### src/rtl/awg_pkg.sv
// Shared types and constants for the arbitrary-waveform sequencer.
// Holds the FSM encoding, prefetch depth and the "play forever" loop count.
package awg_pkg;

    typedef enum logic [1:0] {
        ST_IDLE  = 2'd0,
        ST_ARMED = 2'd1,
        ST_PLAY  = 2'd2,
        ST_DONE  = 2'd3
    } awg_state_e;

    localparam int unsigned BUF_DEPTH      = 2;
    localparam logic [15:0] LOOPS_INFINITE = 16'd0;

endpackage

### src/rtl/awg_prefetch_buf.sv
// Two-entry sample buffer between the sample memory and the AXI-Stream output.
// slot0 is always the head, so the output data only moves on a pop.
module awg_prefetch_buf
    import awg_pkg::*;
#(
    parameter int W = 8
) (
    input  logic         clk,
    input  logic         rst,
    input  logic         flush_i,
    input  logic         push_i,
    input  logic [W-1:0] push_data_i,
    input  logic         pop_i,
    output logic [W-1:0] head_o,
    output logic [1:0]   count_o,
    output logic         empty_o
);

    localparam logic [1:0] FULL = 2'(BUF_DEPTH);

    logic [W-1:0] slot0_q, slot0_d;
    logic [W-1:0] slot1_q, slot1_d;
    logic [1:0]   count_q, count_d;
    logic         pop_ok;
    logic         push_ok;

    assign pop_ok  = pop_i && (count_q != 2'd0);
    assign push_ok = push_i && ((count_q != FULL) || pop_ok);

    always_comb begin
        slot0_d = slot0_q;
        slot1_d = slot1_q;
        count_d = count_q;
        if (flush_i) begin
            slot0_d = '0;
            slot1_d = '0;
            count_d = 2'd0;
        end else begin
            case ({push_ok, pop_ok})
                2'b10: begin
                    if (count_q == 2'd0) slot0_d = push_data_i;
                    else                 slot1_d = push_data_i;
                    count_d = count_q + 2'd1;
                end
                2'b01: begin
                    slot0_d = slot1_q;
                    count_d = count_q - 2'd1;
                end
                2'b11: begin
                    if (count_q == 2'd1) begin
                        slot0_d = push_data_i;
                    end else begin
                        slot0_d = slot1_q;
                        slot1_d = push_data_i;
                    end
                end
                default: ;
            endcase
        end
    end

    always_ff @(posedge clk) begin
        if (rst) begin
            slot0_q <= '0;
            slot1_q <= '0;
            count_q <= 2'd0;
        end else begin
            slot0_q <= slot0_d;
            slot1_q <= slot1_d;
            count_q <= count_d;
        end
    end

    assign head_o  = slot0_q;
    assign count_o = count_q;
    assign empty_o = (count_q == 2'd0);

endmodule

### src/rtl/awg_sequencer.sv
// Plays a looped segment of sample memory onto an AXI-Stream output after a trigger edge.
// Handshake: a sample transfers on a cycle where out_tvalid and out_tready are both 1; out_tdata is held while stalled.
module awg_sequencer
    import awg_pkg::*;
#(
    parameter int BIT_WIDTH  = 8,
    parameter int ADDR_WIDTH = 16
) (
    input  logic                  clk100,
    input  logic                  rst,
    input  logic [ADDR_WIDTH-1:0] cfg_start_addr,
    input  logic [ADDR_WIDTH-1:0] cfg_length,
    input  logic [15:0]           cfg_loops,
    input  logic                  arm,
    input  logic                  abort,
    input  logic                  ext_trigger,
    output logic                  mem_rd_en,
    output logic [ADDR_WIDTH-1:0] mem_addr,
    input  logic [BIT_WIDTH-1:0]  mem_rd_data,
    output logic                  out_tvalid,
    input  logic                  out_tready,
    output logic [BIT_WIDTH-1:0]  out_tdata,
    output logic                  trigger_out,
    output logic                  busy,
    output logic                  done,
    output logic                  error,
    output logic [15:0]           loop_cnt,
    output awg_state_e            dbg_state_o
);

    localparam logic [ADDR_WIDTH-1:0] ONE_A = 1;
    localparam logic [15:0]           ONE_16 = 16'd1;

    awg_state_e            state_q, state_d;
    logic [ADDR_WIDTH-1:0] start_q, start_d;
    logic [ADDR_WIDTH-1:0] len_q, len_d;
    logic [15:0]           loops_q, loops_d;
    logic [ADDR_WIDTH-1:0] addr_q, addr_d;
    logic [ADDR_WIDTH-1:0] rd_idx_q, rd_idx_d;
    logic [15:0]           rd_segs_q, rd_segs_d;
    logic [ADDR_WIDTH-1:0] hs_idx_q, hs_idx_d;
    logic [15:0]           loop_cnt_q, loop_cnt_d;
    logic                  inflight_q, inflight_d;
    logic                  trig_prev_q, trig_prev_d;
    logic                  error_q, error_d;

    logic                  trig_edge;
    logic                  arm_ok;
    logic                  arm_bad;
    logic                  abort_act;
    logic                  fetching;
    logic                  reads_left;
    logic                  handshake;
    logic                  final_hs;
    logic                  rd_en;
    logic [2:0]            pending;
    logic [1:0]            buf_count;
    logic                  buf_empty;
    logic [BIT_WIDTH-1:0]  buf_head;

    assign trig_edge  = ext_trigger && !trig_prev_q;
    assign arm_ok     = (state_q == ST_IDLE) && arm && !abort && (cfg_length != '0);
    assign arm_bad    = (state_q == ST_IDLE) && arm && !abort && (cfg_length == '0);
    assign abort_act  = abort && (state_q != ST_IDLE);
    assign fetching   = (state_q == ST_ARMED) || (state_q == ST_PLAY);
    assign reads_left = (loops_q == LOOPS_INFINITE) || (rd_segs_q != loops_q);
    assign handshake  = out_tvalid && out_tready;
    assign final_hs   = handshake && (loops_q != LOOPS_INFINITE)
                        && (hs_idx_q == len_q - ONE_A) && (loop_cnt_q == loops_q - ONE_16);

    // Occupancy counts the slot freed by this cycle's pop, which keeps reads back-to-back at full rate.
    assign pending = {1'b0, buf_count} + {2'b00, inflight_q} - {2'b00, handshake};
    assign rd_en   = !rst && fetching && reads_left && !abort && (pending < 3'(BUF_DEPTH));

    always_comb begin
        state_d = state_q;
        case (state_q)
            ST_IDLE:  if (arm_ok) state_d = ST_ARMED;
            ST_ARMED: begin
                if (abort)          state_d = ST_IDLE;
                else if (trig_edge) state_d = ST_PLAY;
            end
            ST_PLAY: begin
                if (abort)         state_d = ST_IDLE;
                else if (final_hs) state_d = ST_DONE;
            end
            ST_DONE:  state_d = ST_IDLE;
            default:  state_d = ST_IDLE;
        endcase
    end

    always_comb begin
        start_d     = start_q;
        len_d       = len_q;
        loops_d     = loops_q;
        addr_d      = addr_q;
        rd_idx_d    = rd_idx_q;
        rd_segs_d   = rd_segs_q;
        hs_idx_d    = hs_idx_q;
        loop_cnt_d  = loop_cnt_q;
        inflight_d  = rd_en;
        error_d     = arm_bad;
        trig_prev_d = ext_trigger;
        if (arm_ok) begin
            start_d    = cfg_start_addr;
            len_d      = cfg_length;
            loops_d    = cfg_loops;
            addr_d     = cfg_start_addr;
            rd_idx_d   = '0;
            rd_segs_d  = '0;
            hs_idx_d   = '0;
            loop_cnt_d = '0;
        end else begin
            if (rd_en) begin
                if (rd_idx_q == len_q - ONE_A) begin
                    rd_idx_d  = '0;
                    addr_d    = start_q;
                    rd_segs_d = rd_segs_q + ONE_16;
                end else begin
                    rd_idx_d = rd_idx_q + ONE_A;
                    addr_d   = addr_q + ONE_A;
                end
            end
            if (handshake && !abort_act) begin
                if (hs_idx_q == len_q - ONE_A) begin
                    hs_idx_d = '0;
                    if (loop_cnt_q != 16'hFFFF) loop_cnt_d = loop_cnt_q + ONE_16;
                end else begin
                    hs_idx_d = hs_idx_q + ONE_A;
                end
            end
        end
    end

    always_ff @(posedge clk100) begin
        if (rst) begin
            state_q     <= ST_IDLE;
            start_q     <= '0;
            len_q       <= '0;
            loops_q     <= '0;
            addr_q      <= '0;
            rd_idx_q    <= '0;
            rd_segs_q   <= '0;
            hs_idx_q    <= '0;
            loop_cnt_q  <= '0;
            inflight_q  <= 1'b0;
            trig_prev_q <= 1'b1;
            error_q     <= 1'b0;
        end else begin
            state_q     <= state_d;
            start_q     <= start_d;
            len_q       <= len_d;
            loops_q     <= loops_d;
            addr_q      <= addr_d;
            rd_idx_q    <= rd_idx_d;
            rd_segs_q   <= rd_segs_d;
            hs_idx_q    <= hs_idx_d;
            loop_cnt_q  <= loop_cnt_d;
            inflight_q  <= inflight_d;
            trig_prev_q <= trig_prev_d;
            error_q     <= error_d;
        end
    end

    // Flushing on abort also drops the read returning this cycle; none is issued during abort.
    awg_prefetch_buf #(
        .W(BIT_WIDTH)
    ) u_buf (
        .clk        (clk100),
        .rst        (rst),
        .flush_i    (abort_act),
        .push_i     (inflight_q),
        .push_data_i(mem_rd_data),
        .pop_i      (handshake),
        .head_o     (buf_head),
        .count_o    (buf_count),
        .empty_o    (buf_empty)
    );

    assign mem_rd_en   = rd_en;
    assign mem_addr    = addr_q;
    assign out_tvalid  = (state_q == ST_PLAY) && !buf_empty;
    assign out_tdata   = buf_head;
    assign trigger_out = (state_q == ST_PLAY);
    assign busy        = (state_q != ST_IDLE);
    assign done        = (state_q == ST_DONE);
    assign error       = error_q;
    assign loop_cnt    = loop_cnt_q;
    assign dbg_state_o = state_q;

endmodule
### config.mk
export PLATFORM = sky130hd
export DESIGN_NAME = awg_sequencer
export DESIGN_NICKNAME = d
export VERILOG_FILES = /design/src/rtl/awg_pkg.sv /design/src/rtl/awg_prefetch_buf.sv /design/src/rtl/awg_sequencer.sv
export SDC_FILE = /design/constraint.sdc
export NUM_CORES = 1
export LEC_CHECK = 0
export ABC_AREA = 1
export CORE_ASPECT_RATIO = 1.4
export CORE_MARGIN = 2
export CORE_UTILIZATION = 30
export DETAILED_ROUTE_END_ITERATION = 10
export GPL_TIMING_DRIVEN = 1
export PLACE_DENSITY = 0.59
export SETUP_SLACK_MARGIN = 0.4
export SYNTH_ARGS = -nofsm -noshare
export SYNTH_HDL_FRONTEND = slang
export SYNTH_SLANG_ARGS = --single-unit
export TNS_END_PERCENT = 30
### constraint.sdc
create_clock -name clk100 -period 5 [get_ports clk100]
set_clock_uncertainty 0.2 [all_clocks]
set_input_delay 1 -clock clk100 [delete_from_list [all_inputs] [get_ports clk100]]
set_output_delay 1 -clock clk100 [all_outputs]
set_load 0.01 [all_outputs]
==> results by group <==
Yosys
  • Flop and latch count out of synthesis: 151
  • YS warnings: 0
  • Post-synth EDFFs: 0
  • Cells after Synth: 1,449
  • Asr flop ratio synth: 0%
  • Top FF cell, synth: dfxtp_1
  • Syn Nets: 1,527
  • Sequential area share after synthesis: 31.44%
  • Distinct cells, synth: 49
  • Mapped cell area: 0.009614 mm²
  • Syn_area_per_cell: 6.635 µm²

Min path
  • Hold/Removal Path Class: reg2reg

Global routing
  • Vias in the first global route: 9,284
  • First-pass GRT wire length: 46,890 µm
  • GR Overflow Total: 0
  • Initial antenna violation count: 0
  • Total Routing Usage GR: 17.46%
  • Pin count of the biggest net entering global routing: 76

CTS
  • Worst-path clk slew: 0.06 ns
  • Clock latency on the worst-skew pair: 0.44 ns
  • Resize count post-CTS: 1
  • CTS H-tree depth: 4
  • Post-CTS Setup Bufs: 0
  • Root Buffer: clkbuf_16
  • Max Root-Sink Buffers: 2
  • Post-CTS Hold Buffers: 0
  • CTS sink cnt: 151
  • TritonCTS clock tree: built
  • CTS Buf Count: 17

Detailed routing
  • Final wirelength: 29,130 µm
  • DR vias: 9,734
  • Routed len/inst: 14.93 µm
  • Remaining antenna violation count: 0
  • TritonRoute pass-1 iters: 6
  • DR iter-0 viols: 662
  • DR DRC count: 0
  • Via-to-Cell Ratio: 4.989

STA
  • Total negative slack: 0 ns
  • Worst Tran Pin Value: 0.9242 ns
  • Final hold viol count: 0
  • Pins Over Slew Limit: 0
  • Min Tclk post-route: 4.412 ns
  • Tcrit/Tclk final: 88.23%
  • RSZ-0062 raised after global routing: false
  • Fmax: 0.2267 GHz
  • Final setup viols: 0
  • Relative slew slack: 38.38%

Placement
  • PortBufs: 109
  • Dpl hpwl: 22,530 µm
  • Placed Area: 0.01106 mm²
  • Gpl congestion: 0.9240

Die
  • Die Ht: 215.8 µm
  • Die extent in x: 155.3 µm
  • Initial Util: 30.42%
  • Row Count: 77
  • Die footprint: 0.03352 mm²
  • I/O pins: 110
  • Core ar.: 0.03160 mm²

Cells and area
  • Final Instance Area: 0.01162 mm²
  • Share of cells above drive strength 1: 8.226%
  • Nets: 1,621
  • # fillers: 3,370
  • Register area: 0.003023 mm²
  • Area Growth Syn to Fin: 20.87%
  • Multi-input gate area: 0.005708 mm²
  • Antenna Cells: 0

Setup path
  • Startpoint types: input pin
  • Arr. time, crit path: 3.21 ns
  • Worst-path fanout max: 5
  • Slack of the worst reg-to-reg path: 1.31 ns
  • Kind of critical path: in2out
  • Crit. End Element: output port
  • Crit path required time: 3.80 ns

Status
  • Status: completed

Pwr
  • Leakage power: 4.586 nW
  • PwrDens: 404.7 mW/mm²
  • Maximum vdd drop: 260.5 µV

Flow run
  • Max cap viols: 0
## final timing paths
path / cells past startpoint / from / end
max: 12 / out_tready / mem_rd_en
min: 2 / start_q[12] / start_q[12]
max reg2reg: 20 / u_buf.count_o[1] / mem_addr[3]
min reg2reg: 2 / start_q[12] / start_q[12]
## flip-flops by register name, indices dropped and copies added (netlist names)
name and cells:
trig_prev_q 1, loop_cnt 16, rd_segs_q 16, error 1, mem_addr 16, hs_idx_q 16, loops_q 16, u_buf.count_o 2
inflight_q 1, u_buf.head_o 8, len_q 16, start_q 16, dbg_state_o 2, rd_idx_q 16, u_buf.slot1_q 8
## synthesized netlist by cell type (15+ instances only)
library cell  number  area, µm²
nor2_1           147      551.8
nand2_1          278       1044
xor2_1            43      376.6
a21oi_1          120      600.6
dfxtp_1          151       3023
ha_1              15      187.7
nand3_1          165      825.8
inv_1            166      623.1
nand4_1           43      269.0
o21ai_0           86      430.4
nor3_1            22      110.1
clkbuf_1          31      116.4
nand2_2           23      143.9
xnor2_1           33      289.0
## cell families (layout without fill, tap and decap cells)
kind of cell               count (synthesis)  count (layout)  share of synthesized area, %
AOI/OAI and AO/OA                        230             230                         12.65
xor gates and xnor gates                  77              77                         7.093
adders and majority gates                 16              16                         2.160
buffers and inverters                    223             330                         9.240
DFF                                      151             151                         31.44
and+or+nand+nor                          752             752                         37.42
## stage by stage
stage	setup slack (ns)	util (%)	power, mW	std cells	hold WS [ns]
global route	0.4548	36.78	5.048	1951	0.2655
detailed placement	0.2199	35.01	3.481	1919	0.2402
finish	0.5883	36.78	4.702	1951	0.2542
floorplan	1.095	-	2.892	1449	0.2192
CTS	0.4909	36.77	4.733	1951	0.2543
global placement	0.2165	35.01	3.454	1919	0.2314
## cell type report
cell class	instances	area share (%)
well taps	395	4.253
clock buffers	18	3.779
repair buffers	120	10.09
multi-input cells	1075	49.12
clock inverters	14	1.001
inverters	178	5.749
flip-flops and latches	151	26.01
## where the power goes
part,internal [mW],total [mW],switching [mW]
combinational,0.715,1.94,1.22
sequential,1.35,1.52,0.168
clock,0.663,1.25,0.584
total,2.73,4.70,1.97
## critical path, stage by stage
cell             delay [ns]
clkdlybuf4s50_1        0.41
nand2_2                0.13
inv_1                  0.07
ha_1                   0.27
inv_1                  0.05
nand2_1                0.05
fa_1                   0.48
nand4_1                0.10
nor2_2                 0.16
nand2_2                0.09
inv_2                  0.05
dlygate4sd2_1          0.34
## placed cells by master (no fill, tap or decap), types with 2 or more instances in the layout
master             n
clkinvlp_4         3
o21ai_0           86
nand3_4            2
buf_4             11
or2_2              3
nor2_1           146
nor2_8             2
nor3_1            22
clkdlybuf4s50_1  108
nand4_1           43
nand2_1          277
a21oi_2            4
inv_6              6
inv_1            166
ha_1              15
dfxtp_1          151
inv_2             12
clkinv_2           2
nor2_4            10
o21bai_1           2
xor2_1            43
nand2_4            2
inv_8              2
a21oi_1          120
nor3b_1            6
nor4_1            14
nand3_1          165
nand4_2            2
o211ai_1           2
o21ai_1            3
a211oi_1           4
nand2_2           24
a31oi_1            3
clkbuf_16         17
nand3_2            8
nor2_2            10
nand3b_1          11
xnor2_1           33
## routing by layer
layer	vias up	track usage, %	routed length, µm
met3	62	2.791	1116
met1	4470	19.65	12000
met4	0	6.728	942
li1	4956	-	-
met2	246	32.59	15080
met5	-	0	0
Power figures use the tool's default switching activity.
